$ cat src/rtl/mem_pkg.sv
// mem_pkg: shared encodings, request bundle and size helpers
// for the byte-serial MEM-stage data sequencer.
package mem_pkg;

  localparam int BUS_W = 8;

  typedef enum logic [1:0] {
    OP_NONE  = 2'd0,
    OP_LOAD  = 2'd1,
    OP_STORE = 2'd2,
    OP_RSVD  = 2'd3
  } mem_op_e;

  typedef enum logic [1:0] {
    SZ_BYTE = 2'd0,
    SZ_HALF = 2'd1,
    SZ_WORD = 2'd2,
    SZ_RSVD = 2'd3
  } mem_size_e;

  typedef enum logic [1:0] {
    ST_IDLE = 2'd0,
    ST_XFER = 2'd1,
    ST_DONE = 2'd2
  } mem_state_e;

  typedef struct packed {
    logic        we;
    logic [1:0]  size;
    logic        uns;
    logic [31:0] addr;
    logic [31:0] wdata;
  } mem_req_t;

  // Reserved size behaves as a word.
  function automatic logic [2:0] size_beats(
    input logic [1:0] size
  );
    logic [2:0] n;
    unique case (1'b1)
      size == SZ_BYTE: n = 3'd1;
      size == SZ_HALF: n = 3'd2;
      default:         n = 3'd4;
    endcase
    return n;
  endfunction

  function automatic logic is_aligned(
    input logic [1:0] size,
    input logic [1:0] lo
  );
    logic ok;
    unique case (1'b1)
      size == SZ_BYTE: ok = 1'b1;
      size == SZ_HALF: ok = ~lo[0];
      default:         ok = (lo == 2'b00);
    endcase
    return ok;
  endfunction

endpackage

$ cat src/rtl/mem_rdata_ext.sv
// mem_rdata_ext: sign/zero extension of an assembled load word.
// Ports: size, is_unsigned, raw (32b) -> result (32b), combinational.
module mem_rdata_ext
  import mem_pkg::*;
(
  input  logic [1:0]  size,
  input  logic        is_unsigned,
  input  logic [31:0] raw,
  output logic [31:0] result
);

  logic sb, sh;

  assign sb = ~is_unsigned & raw[7];
  assign sh = ~is_unsigned & raw[15];

  always_comb begin
    result = raw;
    unique case (1'b1)
      size == SZ_BYTE: result = {{24{sb}}, raw[7:0]};
      size == SZ_HALF: result = {{16{sh}}, raw[15:0]};
      default:         result = raw;
    endcase
  end

endmodule

$ cat src/rtl/mem_data_seq.sv
// mem_data_seq: splits MEM-stage loads/stores into byte bus beats.
// Ports: ID op/size -> cycle count; MEM req/resp; 8-bit bus master.
module mem_data_seq
  import mem_pkg::*;
(
  input  logic             clk,
  input  logic             rst,
  input  logic [1:0]       i_id_mem_op,
  input  logic [1:0]       i_id_size,
  output logic [3:0]       o_mem_data_access,
  input  logic             i_mem_req,
  input  logic             i_mem_we,
  input  logic [1:0]       i_mem_size,
  input  logic             i_mem_unsigned,
  input  logic [31:0]      i_mem_addr,
  input  logic [31:0]      i_mem_wdata,
  output logic [31:0]      o_mem_rdata,
  output logic             o_mem_done,
  output logic             o_mem_misalign,
  output logic             o_mem_busy,
  output logic             o_bus_en,
  output logic             o_bus_we,
  output logic [31:0]      o_bus_addr,
  output logic [BUS_W-1:0] o_bus_wdata,
  input  logic [BUS_W-1:0] i_bus_rdata
);

  mem_state_e  state_q, state_d;
  mem_req_t    req_q;
  logic [2:0]  beat_q;
  logic        mis_q;
  logic [31:0] raw_q;
  logic [31:0] raw_fill;
  logic [31:0] ext_res;
  logic [31:0] hold_q;
  logic [2:0]  n_beats;
  logic [1:0]  lane_prev;
  logic        last_beat;
  logic        req_ok;
  logic        load_done;
  logic        id_op;

  assign id_op = (i_id_mem_op == OP_LOAD)
              || (i_id_mem_op == OP_STORE);

  assign o_mem_data_access = id_op
    ? {1'b0, size_beats(i_id_size)} + 4'd1
    : 4'd0;

  assign n_beats   = size_beats(req_q.size);
  assign last_beat = (beat_q == n_beats - 3'd1);
  assign req_ok    = is_aligned(i_mem_size, i_mem_addr[1:0]);
  assign lane_prev = beat_q[1:0] - 2'd1;
  assign load_done = (state_q == ST_DONE)
                  && !mis_q && !req_q.we;

  // The final read byte arrives during DONE, so it is merged
  // straight from the bus rather than waiting another cycle.
  always_comb begin
    raw_fill = raw_q;
    raw_fill[{beat_q[1:0], 3'b000} +: BUS_W] = i_bus_rdata;
  end

  mem_rdata_ext u_ext (
    .size        (req_q.size),
    .is_unsigned (req_q.uns),
    .raw         (raw_fill),
    .result      (ext_res)
  );

  assign o_mem_rdata = load_done ? ext_res : hold_q;

  always_ff @(posedge clk or negedge rst) begin
    if (!rst) state_q <= ST_IDLE;
    else      state_q <= state_d;
  end

  always_comb begin
    state_d = state_q;
    unique case (state_q)
      ST_IDLE: begin
        if (i_mem_req)
          state_d = req_ok ? ST_XFER : ST_DONE;
      end
      ST_XFER: begin
        if (last_beat) state_d = ST_DONE;
      end
      ST_DONE: state_d = ST_IDLE;
      default: state_d = ST_IDLE;
    endcase
  end

  always_comb begin
    o_bus_en       = 1'b0;
    o_bus_we       = 1'b0;
    o_bus_addr     = '0;
    o_bus_wdata    = '0;
    o_mem_done     = 1'b0;
    o_mem_misalign = 1'b0;
    o_mem_busy     = 1'b0;
    unique case (state_q)
      ST_XFER: begin
        o_bus_en   = 1'b1;
        o_bus_we   = req_q.we;
        o_bus_addr = req_q.addr + {29'd0, beat_q};
        if (req_q.we)
          o_bus_wdata =
            req_q.wdata[{beat_q[1:0], 3'b000} +: BUS_W];
        o_mem_busy = 1'b1;
      end
      ST_DONE: begin
        o_mem_done     = 1'b1;
        o_mem_misalign = mis_q;
        o_mem_busy     = 1'b1;
      end
      default: ;
    endcase
  end

  // A misaligned request leaves req_q untouched so the held
  // load result and its extension stay as they were.
  always_ff @(posedge clk or negedge rst) begin
    if (!rst) begin
      req_q  <= '0;
      beat_q <= '0;
      mis_q  <= 1'b0;
      raw_q  <= '0;
      hold_q <= '0;
    end else begin
      unique case (state_q)
        ST_IDLE: begin
          if (i_mem_req) begin
            mis_q <= !req_ok;
            if (req_ok) begin
              req_q <= '{
                we:    i_mem_we,
                size:  i_mem_size,
                uns:   i_mem_unsigned,
                addr:  i_mem_addr,
                wdata: i_mem_wdata
              };
              beat_q <= '0;
            end
          end
        end
        ST_XFER: begin
          if (!last_beat) beat_q <= beat_q + 3'd1;
          if (!req_q.we && beat_q != 3'd0)
            raw_q[{lane_prev, 3'b000} +: BUS_W] <= i_bus_rdata;
        end
        ST_DONE: begin
          if (load_done) hold_q <= ext_res;
        end
        default: ;
      endcase
    end
  end

endmodule

$ cat config.mk
export PLATFORM = sky130hd
export DESIGN_NAME = mem_data_seq
export DESIGN_NICKNAME = d
export VERILOG_FILES = /design/src/rtl/mem_pkg.sv /design/src/rtl/mem_rdata_ext.sv /design/src/rtl/mem_data_seq.sv
export SDC_FILE = /design/constraint.sdc
export NUM_CORES = 1
export LEC_CHECK = 0
export CAP_MARGIN = 10
export CORE_ASPECT_RATIO = 1.75
export CORE_MARGIN = 2
export CORE_UTILIZATION = 55
export CTS_BUF_LIST = sky130_fd_sc_hd__clkbuf_16
export CTS_CLUSTER_SIZE = 25
export DETAILED_ROUTE_END_ITERATION = 16
export PLACE_DENSITY = 0.86
export SYNTH_ARGS = -nofsm -noshare
export SYNTH_HDL_FRONTEND = slang
export SYNTH_SLANG_ARGS = --single-unit
$ cat constraint.sdc
create_clock -name clk -period 5.9 [get_ports clk]
set_clock_uncertainty 0.05 [all_clocks]
set_input_delay 0.885 -clock clk [delete_from_list [all_inputs] [get_ports clk]]
set_output_delay 0.885 -clock clk [all_outputs]
set_load 0.02 [all_outputs]
==> results.env, run 1 <==
ANTENNA_VIOLATIONS_BEFORE_REPAIR=0
P_INT_uW=3240
DETAILED_PLACE_HPWL_MM=14.6
DRT_DRC_VIOLATIONS_LEFT=0
VIAS=6450
PLACEABLECOREAREA_UM2=13500
START_UTIL_PCT=56.6
TOT_GR_TRACK_USE_PCT=27.9
SYNTH-ASYNC-RESET-RATIO_PCT=100
SETUP.REG_TO_REG.WORST_SLACK_NS=2.83
GLOBAL_ROUTE.OVERFLOW_TOTAL=0
CTS_MAX_PATH_BUFFERS=2
MAX_CAP_VIOLATIONS=0
CP_DATA_REQUIRED_TIME_NS=4.97
MIN_SETUP_SLACK_POST_ROUTE_NS=0.936
POWER.SWITCHING_FRACTION_PCT=40.9
GRT_SETUP_UNREPAIRED='false'
LAYOUT_WORST_PATH_CYCLE_SHARE_PCT=84.1
SYNTH.AVG_CELL_AREA_UM2=10.2
POSTSYNTHCELLCOUNT=743
IO_PINS=164
DIE-HEIGHT_UM=160
CLK_PIN_SLEW_NS=0.07
MIN-DELAY-START='raw_q[28]'
TRITONCTS='done'
VIAS_IN_THE_FIRST_GLOBAL_ROUTE=6758
AREA_OF_THE_DIE_UM2=14800
FINAL_NET_COUNT=973
CTS.ROOT.BUFFER_CELL='sky130_fd_sc_hd__clkbuf_16'
NUMBER_OF_WARNINGS_PRINTED_DURING_YOSYS_SYNTHESIS=0
SYNTH_FLOP_CELL='sky130_fd_sc_hd__dfrtp_1'
POWER_FRAC_CLOCK_PCT=18.4
TIMING_HOLD_VIOLATIONS_FINAL=0
POST_SYNTH_EDFFS=0
VIA_PER_INST=6.08
FMAXACHIEVABLE_GHz=0.201
SYNTH.YOSYS.SEQ_AREA_SHARE_PCT=45.4
FIN_SETUP_TNS_NS=0
POST_CTS.RESIZED_INSTANCES=0
POST_CTS_HOLD_BUFFER_COUNT=0
LAYOUT.CORE_UTILIZATION_PCT=73.2
DP_CELLS=1029
HOLDPATHEND='raw_q[28]'
SHARE_SEQ_OF_TOTAL_POWER_PCT=31.1
DRT_PRE_ANTENNA_ITERS=5
SHARE_COMB_OF_TOTAL_POWER_PCT=50.5
WORST-PATH-MAX-FANOUT=42
TIMING.RR.END='hold_q[27]'
CTS_NUM_SINKS=138
WORSTSKEWPAIRLATENCY_NS=0.42
P_SWITCHING_uW=2240
WORST_HOLD_PATH_TYPE='reg -> reg'
ROWS=56
MAPPEDNETLISTNETS=842
CRITICAL_PATH.ENDPOINT_TYPE='primary output'
WORST_PIN_SLEW_NS=1.08
PRECTSSETUPSLACK_NS=1.37
FRACTION_OF_LAYOUT_CELLS_WITH_A_SIZE_SUFFIX_ABOVE_1_PCT=13.4
FINALWEIGHTEDCONGESTION=0.833
DIEWIDTH_UM=92.9
P_LEAK_uW=0.00386
SYNTHDISTINCTLIBCELLS=53
POST_CTS.REPAIR.SETUP_BUFFERS=0
TIMING.RR.START='beat_q[0]'
LENGTH_IN_CELLS_OF_THE_WORST_REG_TO_REG_PATH=6
CTS_INSERTED_BUFFERS=17
AREA_DELTA_SYNTH_FINAL_PCT=29.4
PLACE_AREA_UM2=9280
VDD_DROP_MAX_mV=0.314
SYNTH_SEQ_CELLS=138
STARTPOINT_TYPE='flop'
ANTENNA-DIODE-COUNT=0
FINAL_SLEW_VIOL_COUNT=0
SYNTH.CELL_AREA_UM2=7610
FINAL_COMMON_CELL='sky130_fd_sc_hd__clkdlybuf4s50_1'
WORST-SETUP-PATH-TYPE='reg -> out'
HOLD_PATH_DEPTH=2
POWER_PER_CELL_AREA_nW_PER_UM2=557
WL_MM=20.1
CTS-HTREE-LEVELS=4
DRT-INITIAL-DRC-COUNT=335
FINAL-SETUP-VIOL-COUNT=0
RESULT_OF_THE_RUN='finished, final reports clean'
GLOBAL_ROUTE_WIRE_LENGTH_BEFORE_REPAIR_MM=32.9
DRT.ANTENNA.VIOLATING_NETS=0
PORT_BUFFERS=162
LAYOUTNONFILLERINSTCOUNT=1061
DETAIL_ROUTE.WL_PER_CELL_UM=18.9
SLEW_HEADROOM_PCT=28.2
CP.ARRIVAL_NS=4.03
FINALWORSTPATHREQUIREDPERIOD_NS=4.96
COMMONEST_NON_FILL_NON_TAP_CELLS_IN_THE_LAYOUT='sky130_fd_sc_hd__clkdlybuf4s50_1, sky130_fd_sc_hd__dfrtp_1, sky130_fd_sc_hd__nand2_1'
GRT_START_MAX_NET_PINS=85
FINAL_DESIGN_AREA_NO_FILL_UM2=9840
## critical path, cell delays in order (launching register included)
cell and delay [ns]:
sky130_fd_sc_hd__dfrtp_1 0.34, sky130_fd_sc_hd__buf_4 0.44, sky130_fd_sc_hd__ha_1 0.29, sky130_fd_sc_hd__fa_1 0.22, sky130_fd_sc_hd__a21o_1 0.22, sky130_fd_sc_hd__nand3_1 0.52
sky130_fd_sc_hd__or4_1 0.68, sky130_fd_sc_hd__a21oi_1 0.23, sky130_fd_sc_hd__clkdlybuf4s50_1 0.66
## routing by layer
metal	global-route usage (%)	routed length, µm	up-vias
met3	4.35	867	67
met4	15.0	952	0
met5	0	0	-
li1	-	-	2986
met1	29.7	7080	3163
met2	51.5	11200	234
## metrics by stage
stage	total power [µW]	hold slack [ns]
2_1_floorplan	3520	0.391
3_5_place_dp	4470	0.407
5_1_grt	5840	0.446
6_report	5490	0.423
3_3_place_gp	4330	0.402
4_1_cts	5500	0.424
## cell type report
type / instances / area, µm²
multi-input combinational: 535 / 3890
fill: 965 / 3610
sequential: 138 / 3450
timing repair buffer: 169 / 1670
clock buffer: 17 / 425
tap: 174 / 218
clock inverter: 15 / 134
inverter: 13 / 48.8
## sequential cells by signal (all words and copies together) (netlist names)
register and flops:
mis_q 1, state_q 2, beat_q 3, hold_q 32
req_q 68, raw_q 32
## power groups by stage
stage               Clock, µW  Sequential (µW)  Combinational (µW)
floorplan                   0             1610                1900
global placement            0             1670                2660
detailed placement          0             1710                2760
CTS                      1020             1700                2780
global route             1070             1760                3010
finish                   1010             1710                2770
## cell families after synthesis
family	count (synthesis)	share of synthesized area, %
flip-flops	138	45.4
buffers and inverters	70	3.80
AO/OA/AOI/OAI	196	17.9
AND/OR/NAND/NOR	236	16.5
XOR/XNOR	12	1.56
adder cells (fa/ha/maj)	16	2.73
multiplexers	74	12.1
other	1	0.0493
## cells in the mapped netlist (all sizes together) (3+ instances only)
library cell  instances  area share [%]
or3                   4            0.35
xor2                  6            0.69
ha                   15             2.5
buf                  18             1.2
o22a                 48             5.5
nor2                 25             1.2
nand2                69             3.4
a21boi                8            0.79
a21oi                65             4.3
mux2i                 3            0.39
nand4                15             1.2
clkbuf               39             1.9
nor2b                37             3.0
o21ai                11            0.72
nand2b               20             1.6
or2                   3            0.25
inv                  12            0.59
dfrtp               138              45
xnor2                 5            0.58
nor3b                 3            0.30
or4                  18             1.8
o31ai                49             4.8
nand3                21             1.4
mux2                 63             9.3
mux4                  8             2.4
and2                 14             1.2
and4                  3            0.35
## how the worst max path moves through the flow
stage                      end  slack, ns            from  cells after the start
3_5_place_dp   o_mem_rdata[28]       1.37  i_bus_rdata[7]                      6
4_1_cts         o_bus_addr[14]        1.0       beat_q[0]                      8
6_report        o_bus_addr[14]       0.94       beat_q[0]                      8
5_1_grt        o_mem_rdata[27]       0.65       beat_q[0]                      7
3_3_place_gp   o_mem_rdata[31]       1.42  i_bus_rdata[7]                      6
2_1_floorplan  o_mem_rdata[10]       1.84       beat_q[0]                     10
(Power assumes the default switching activity.)
==> run 2, diff against run 1 <==
CORE_UTILIZATION = 47   (was 55)
PLACE_DENSITY = 0.78   (was 0.86)
clock period = 4 ns   (was 5.9 ns; I/O delays follow)
==> run 2 against run 1 <==
Net effect:
- clock power up 66%
- register-to-register slack worse by 1.5 ns
- utilization down 9.6 points
- wire length down 2.2%
- flip-flop and latch count unchanged
- die area up 16%
- critical endpoint is now o_bus_addr[19]
- largest power group unchanged
- final area up 2.5%
- largest cell class unchanged
- hold slack worse by 0.20 ns
- highest routed layer unchanged
==> results.env, run 2 (synthesis gave the netlist of run 1 again) <==
WORST_SETUP_PATH_ENDPOINT='o_bus_addr[19]'
STARTPOINT_TYPE='flop'
TIMING.RR.START='req_q[65]'
CP.ARRIVAL_NS=3.19  # -0.84 ns
MAXUSEDROUTINGLAYER='met4'
PLACEABLECOREAREA_UM2=15900  # +18%
CTS_INSERTED_BUFFERS=17  # unchanged
FMAXACHIEVABLE_GHz=0.260
AREA_DELTA_SYNTH_FINAL_PCT=32.7
CTS-HTREE-LEVELS=4  # unchanged
TOTAL_POWER_uW=8340  # +52%
GLOBAL_ROUTE.OVERFLOW_TOTAL=0  # unchanged
GRT_SETUP_UNREPAIRED='false'
DIE-HEIGHT_UM=172  # +8.0%
START_UTIL_PCT=47.9  # -8.6 points
DRT.ANTENNA.VIOLATING_NETS=0  # unchanged
WORST_PIN_SLEW_NS=1.09  # +0.0128 ns
FRACTION_OF_LAYOUT_CELLS_WITH_A_SIZE_SUFFIX_ABOVE_1_PCT=15.0  # +1.6 points
PORT_BUFFERS=162  # unchanged
CP_DATA_REQUIRED_TIME_NS=3.35  # -1.62 ns
VIAS_IN_THE_FIRST_GLOBAL_ROUTE=6213  # -8.1%
VIA_PER_INST=5.81  # -4.5%
P_LEAK_uW=0.00398  # +3.2%
CTS.ROOT.BUFFER_CELL='sky130_fd_sc_hd__clkbuf_16'
LAYOUT_WORST_PATH_CYCLE_SHARE_PCT=96.0
LENGTH_IN_CELLS_OF_THE_WORST_REG_TO_REG_PATH=5  # -1
DRT_PRE_ANTENNA_ITERS=5  # unchanged
CP_SLOWEST_STAGE_DELAY_NS=0.65  # -0.03 ns
LAYOUTNONFILLERINSTCOUNT=1090  # +2.7%
WORSTSKEWPAIRLATENCY_NS=0.41  # about the same
FINAL_SLEW_VIOL_COUNT=0  # unchanged
REGISTERS.TOP_BY_FF_COUNT='req_q'
DRT-INITIAL-DRC-COUNT=234  # -30%
GLOBAL_ROUTE_WIRE_LENGTH_BEFORE_REPAIR_MM=31.3  # -5.0%
WORST-SETUP-PATH-TYPE='reg -> out'
LARGEST_REGISTER_FF_COUNT=68  # unchanged
DRT_DRC_VIOLATIONS_LEFT=0  # unchanged
CLK_PIN_SLEW_NS=0.06  # about the same
WL_MET3_UM=951  # +9.7%
DETAILED_PLACE_HPWL_MM=14.2  # -3.3%
SETUP.REG_TO_REG.WORST_SLACK_NS=1.30  # -1.53 ns
FILL_CELL_TOTAL_OF_THE_FINISHED_LAYOUT=1278  # +32%
BIGGESTREGSBYFLOPS='req_q x68, hold_q x32, raw_q x32'
CRITICAL_PATH.ENDPOINT_TYPE='primary output'
FINALWORSTPATHREQUIREDPERIOD_NS=3.84
LAYOUT.CORE_UTILIZATION_PCT=63.6  # -9.6 points
SLEW_HEADROOM_PCT=26.9  # -1.3 points
WL_MM=19.6  # -2.2%
VDD_DROP_MAX_mV=0.369  # +17%
DP_CELLS=1055  # +2.5%
MAX_CAP_VIOLATIONS=0  # unchanged
WL_MET1_MM=7.17  # +1.3%
POWER_PER_CELL_AREA_nW_PER_UM2=826  # +48%
RESULT_OF_THE_RUN='finished, final reports clean'
TIMING_HOLD_VIOLATIONS_FINAL=0  # unchanged
ROWS=61  # +8.9%
FINAL-SETUP-VIOL-COUNT=0  # unchanged
CTS_MAX_PATH_BUFFERS=2  # unchanged
AREA_OF_THE_DIE_UM2=17300  # +16%
TRITONCTS='done'
GRT_START_MAX_NET_PINS=99  # +16%
MET2WIRELENGTH_MM=10.9  # -2.4%
CTS_NUM_SINKS=138  # unchanged
FIN_SETUP_TNS_NS=0  # unchanged
TOT_GR_TRACK_USE_PCT=23.2  # -4.8 points
FINAL_COMMON_CELL='sky130_fd_sc_hd__clkdlybuf4s50_1'
COMMONEST_NON_FILL_NON_TAP_CELLS_IN_THE_LAYOUT='sky130_fd_sc_hd__clkdlybuf4s50_1, sky130_fd_sc_hd__dfrtp_1, sky130_fd_sc_hd__nand2_1'
TIMING.RR.END='hold_q[25]'
SLOWEST_STAGE='sky130_fd_sc_hd__clkdlybuf4s50_1'
ANTENNA_VIOLATIONS_BEFORE_REPAIR=1  # +1
SETUP.WORST_PATH.START='beat_q[1]'
DETAIL_ROUTE.WL_PER_CELL_UM=18.0  # -4.8%
FINAL_NET_COUNT=986  # +1.3%
TIMING.HOLD.WS_NS=0.221  # -0.201 ns
VIAS=6330  # -1.9%
DIEWIDTH_UM=100  # +7.8%
WORST_HOLD_PATH_TYPE='in -> async'
IO_PINS=164  # unchanged
FINALWEIGHTEDCONGESTION=0.813  # -2.4%
WORST-PATH-MAX-FANOUT=22  # -48%
WORSTPATHCELLLIST='buf_4 > ha_1 > nand3_1 > a211o_4 > or4_1 > a21oi_1 > clkdlybuf4s50_1'
==> run 2: cell types whose count changed in the layout (fill, tap and decap cells not counted), sizes merged <==
cell           previous run  this run
clkdlybuf4s50           161       160
clkinv                    4         6
bufinv                    0         4
o31ai                    49        50
dlymetal6s2s              0         1
inv                      21        16
buf                       8        20
clkinvlp                  3         2
diode                     0         1
==> run 2: worst min path at each step <==
stage	startpoint	endpoint	slack [ns]	cells after the start
after CTS	rst	req_q[45]	0.27	1
after floorplan	rst	beat_q[0]	0.25	0
after global routing	rst	req_q[44]	0.31	1
after global placement	raw_q[5]	raw_q[5]	0.40	2
final	rst	req_q[45]	0.22	1
after detailed placement	raw_q[26]	raw_q[26]	0.41	2
==> run 2: stage by stage <==
stage	worst slack [ns]	area (µm²)
floorplan	0.227	7610
global placement	0.0764	9410
detailed placement	0.0333	9410
CTS	0.0246	10100
global route	0.000233	10100
finish	0.160	10100
==> run 2: critical path: cells and delay by family, from the launching register on <==
family	cells	cell delay [ns]
AND/OR/NAND/NOR	2	0.57
buffers and inverters	2	0.86
adder cells (fa/ha/maj)	1	0.29
AO/OA/AOI/OAI	2	0.68
flip-flops	1	0.37
==> run 2: metal layers <==
| metal | track usage, % | vias to the layer above |
|---|---|---|
| li1 | - | 3014 |
| met1 | 25.2 | 3107 |
| met2 | 42.5 | 178 |
| met3 | 5.05 | 31 |
| met4 | 10.2 | 0 |
| met5 | 0 | - |
==> run 2: area by class of cell <==
class	count	area, µm²	share of cell area [%]
Clock inverter	15	196	1.95
Sequential cell	138	3450	34.2
Inverter	13	48.8	0.483
Timing Repair Buffer	181	1810	17.9
Clock buffer	17	425	4.21
Antenna cell	1	2.50	0.0248
Multi-Input combinational cell	536	3920	38.8
Tap cell	189	236	2.34
==> run 2: power breakdown <==
part / switching (µW) / total (µW) / internal, µW
Combinational: 2150 / 4160 / 2010
Sequential: 466 / 2500 / 2030
Clock: 629 / 1680 / 1050
Total: 3250 / 8340 / 5090
==> run 2: timing repair <==
action	in CTS	in global routing
resized for setup	1	6
endpoints found under the setup margin	16	37
hold buffers	0	0
gates cloned	1	0
setup buffers	1	0
pin swaps	1	0
==> run 3, diff against run 2 <==
CORE_UTILIZATION = 48   (was 47)
CTS_BUF_LIST = sky130_fd_sc_hd__clkbuf_8   (was sky130_fd_sc_hd__clkbuf_16)
PLACE_DENSITY = 0.79   (was 0.78)
==> run 3 against run 2 <==
Net effect:
- register-to-register slack lost 0.07 ns
- non-clock buffer count increased by 3
- sequential power is essentially flat
- utilization increased by 0.52 points
- critical path depth down 1
- clock power fell by 30%
- via count shrank 1.3%
- first-iteration DRC count decreased by 1.7%
- fmax is 0.21% lower
- final area fell by 1.8%
- sequential share of layout area grew 0.62 points
- hold slack got worse by 0.035 ns
- largest power group unchanged
==> results.env, run 3 (synthesis gave the netlist of run 1 again) <==
TOT_GR_TRACK_USE_PCT=23.2  # +0.041 points
DRT-INITIAL-DRC-COUNT=230  # -1.7%
WORST-PATH-MAX-FANOUT=22  # unchanged
GROUTE.LAYER.MET1.USAGE_PCT=26.2  # +0.99 points
CTS-HTREE-LEVELS=4  # unchanged
DP_CELLS=1054  # -0.095%
FILL_CELL_TOTAL_OF_THE_FINISHED_LAYOUT=1272  # -0.47%
P_SWITCHING_uW=3180  # -2.2%
WORSTPATHCELLLIST='ha_1 > nand3_1 > a211o_4 > or4_1 > a21oi_1 > clkdlybuf4s50_1'
SETUP.WORST_PATH.START='beat_q[2]'
MAX_CAP_VIOLATIONS=0  # unchanged
PORT_BUFFERS=162  # unchanged
PATH_DEPTH=6  # -1
TIMING.HOLD.WS_NS=0.186  # -0.0355 ns
P_LEAK_uW=0.00393  # -1.4%
DIE-HEIGHT_UM=171  # -1.0%
FRACTION_OF_LAYOUT_CELLS_WITH_A_SIZE_SUFFIX_ABOVE_1_PCT=15.1  # +0.094 points
FINALWEIGHTEDCONGESTION=0.889  # +9.5%
LENGTH_IN_CELLS_OF_THE_WORST_REG_TO_REG_PATH=7  # +2
TIMING.RR.START='req_q[65]'
DRT_DRC_VIOLATIONS_LEFT=0  # unchanged
AREA_DELTA_SYNTH_FINAL_PCT=30.3
VIAS=6245  # -1.3%
PLACEABLECOREAREA_UM2=15500  # -2.6%
VDD_DROP_MAX_mV=0.404  # +9.6%
CLK_PIN_SLEW_NS=0.08  # +0.02 ns
AREA_OF_THE_DIE_UM2=16900  # -2.0%
STARTPOINT_TYPE='flop'
FINAL-SETUP-VIOL-COUNT=0  # unchanged
TRITONCTS='done'
TIMING.RR.END='beat_q[1]'
WORST-SETUP-PATH-TYPE='reg -> out'
COMMONEST_NON_FILL_NON_TAP_CELLS_IN_THE_LAYOUT='sky130_fd_sc_hd__clkdlybuf4s50_1, sky130_fd_sc_hd__dfrtp_1, sky130_fd_sc_hd__nand2_1'
SEQCELLAREA_UM2=3450  # unchanged
ROWS=60  # -1.6%
FIN_SETUP_TNS_NS=0  # unchanged
DRT_PRE_ANTENNA_ITERS=4  # -1
WORST_HOLD_PATH_TYPE='in -> async'
GRT_START_MAX_NET_PINS=94  # -5.1%
GLOBAL_ROUTE.OVERFLOW_TOTAL=0  # unchanged
SETUP.REG_TO_REG.WORST_SLACK_NS=1.23  # -0.07 ns
SLEW_HEADROOM_PCT=36.9  # +10 points
CP_DATA_REQUIRED_TIME_NS=3.35  # about the same
DRT.ANTENNA.VIOLATING_NETS=0  # unchanged
SHARE_COMB_OF_TOTAL_POWER_PCT=52.8  # +2.9 points
POWER_FRAC_CLOCK_PCT=15.1  # -5.0 points
DIEWIDTH_UM=99.2  # -1.0%
RESULT_OF_THE_RUN='finished, final reports clean'
CTS_INSERTED_BUFFERS=17  # unchanged
VIAS_IN_THE_FIRST_GLOBAL_ROUTE=6174  # -0.63%
WORSTSKEWPAIRLATENCY_NS=0.43  # +0.02 ns
CRITICAL_PATH_BUFFER_AND_INVERTER_COUNT=1  # -1
LAYOUT_WORST_PATH_CYCLE_SHARE_PCT=96.2  # +0.20 points
FMAXACHIEVABLE_GHz=0.260  # -0.21%
REGISTERS.TOP_BY_FF_COUNT='req_q'
ANTENNA-DIODE-COUNT=0  # -1
CRITPATHTOPFAMILY='simple AND/OR/NAND/NOR gates'
WL_MM=19.6  # about the same
DETAILED_PLACE_HPWL_MM=14.1  # -0.40%
MET3_USAGE_PCT=4.25  # -0.80 points
SLOWEST_STAGE='sky130_fd_sc_hd__clkdlybuf4s50_1'
WORST_SETUP_PATH_ENDPOINT='o_bus_addr[21]'
LARGEST_REGISTER_FF_COUNT=68  # unchanged
IO_PINS=164  # unchanged
FINAL_COMMON_CELL='sky130_fd_sc_hd__clkdlybuf4s50_1'
MET2_USAGE_PCT=42.5  # +0.052 points
GRT_SETUP_UNREPAIRED='false'
WORST_PIN_SLEW_NS=0.946  # -0.144 ns
LAYOUTNONFILLERINSTCOUNT=1087  # -0.28%
CTS_MAX_PATH_BUFFERS=2  # unchanged
MULTI_INPUT_COMB_AREA_UM2=3920  # about the same
VIA_PER_INST=5.75  # -1.1%
CTS.ROOT.BUFFER_CELL='sky130_fd_sc_hd__clkbuf_8'
SHARE_SEQ_OF_TOTAL_POWER_PCT=32.1  # +2.1 points
BIGGESTREGSBYFLOPS='req_q x68, hold_q x32, raw_q x32'
CTS_NUM_SINKS=138  # unchanged
GLOBAL_ROUTE_WIRE_LENGTH_BEFORE_REPAIR_MM=31.0  # -0.75%
P_INT_uW=4650  # -8.7%
POWER.SWITCHING_FRACTION_PCT=40.6  # +1.7 points
DETAIL_ROUTE.WL_PER_CELL_UM=18.1  # +0.28%
POWER_PER_CELL_AREA_nW_PER_UM2=789  # -4.5%
TIMING_HOLD_VIOLATIONS_FINAL=0  # unchanged
ANTENNA_VIOLATIONS_BEFORE_REPAIR=0  # -1
CP.ARRIVAL_NS=3.20  # about the same
FINAL_SLEW_VIOL_COUNT=0  # unchanged
CP_SLOWEST_STAGE_DELAY_NS=0.65  # about the same
CRITICAL_PATH.ENDPOINT_TYPE='primary output'
START_UTIL_PCT=49.2  # +1.3 points
FINAL_NET_COUNT=988  # +0.20%
GRT_BUSIEST_LAYER='met2'
LAYOUT.CORE_UTILIZATION_PCT=64.1  # +0.52 points
FINALWORSTPATHREQUIREDPERIOD_NS=3.85  # +0.00816 ns
## run 3: power groups by stage
| stage | clock (µW) | sequential (µW) | combinational, µW |
|---|---|---|---|
| final | 1180 | 2510 | 4130 |
| after global routing | 1260 | 2600 | 4500 |
| after CTS | 1200 | 2510 | 4140 |
| after detailed placement | 0 | 2530 | 4130 |
| after global placement | 0 | 2500 | 4060 |
| after floorplan | 0 | 2380 | 2810 |
## run 3: worst min path at each step
stage	endpoint	slack [ns]	cells past startpoint
after floorplan	beat_q[0]	0.25	0
after global placement	raw_q[2]	0.40	2
after detailed placement	raw_q[31]	0.41	2
after CTS	req_q[45]	0.22	1
after global routing	req_q[45]	0.24	1
final	req_q[45]	0.19	1
## run 3: stage by stage
stage | worst slack (ns) | total power (µW) | cell area (µm²)
global placement | 0.498 | 6560 | 9440
finish | 0.152 | 7820 | 9910
floorplan | 0.227 | 5190 | 7610
CTS | 0.000130 | 7850 | 9850
global route | 0.00592 | 8370 | 9910
detailed placement | 0.468 | 6660 | 9440
## run 3: layout make-up
type / instances / area share [%]
clock buffers: 17 / 2.36
clock inverters: 14 / 1.75
inverters: 13 / 0.492
multi-input cells: 535 / 39.5
flip-flops and latches: 138 / 34.8
well taps: 186 / 2.35
repair buffers: 184 / 18.7
## run 3: worst reg2reg max path, cell delays in order (launching register included)
cell                       delay, ns
sky130_fd_sc_hd__dfrtp_1        0.44
sky130_fd_sc_hd__or2_2          0.36
sky130_fd_sc_hd__ha_1           0.26
sky130_fd_sc_hd__buf_4          0.22
sky130_fd_sc_hd__xnor3_1        0.35
sky130_fd_sc_hd__o211ai_1       0.17
sky130_fd_sc_hd__nor3b_1        0.43
sky130_fd_sc_hd__mux2_2         0.38
## run 3: timing repair
action,4_1_cts,5_1_grt
setup buffers,0,1
endpoints found under the hold margin,0,0
hold buffers,0,0
gates resized for setup,0,16
endpoints found under the setup margin,0,38
## run 3: routing by layer
metal  part of all wire (%)  vias to the layer above  wire length (µm)
met4                    2.7                        0               524
met3                    4.0                       27               788
met1                     38                     3040              7530
met2                     55                      167             10800
met5                      0                        -                 0
li1                       -                     3011                 -
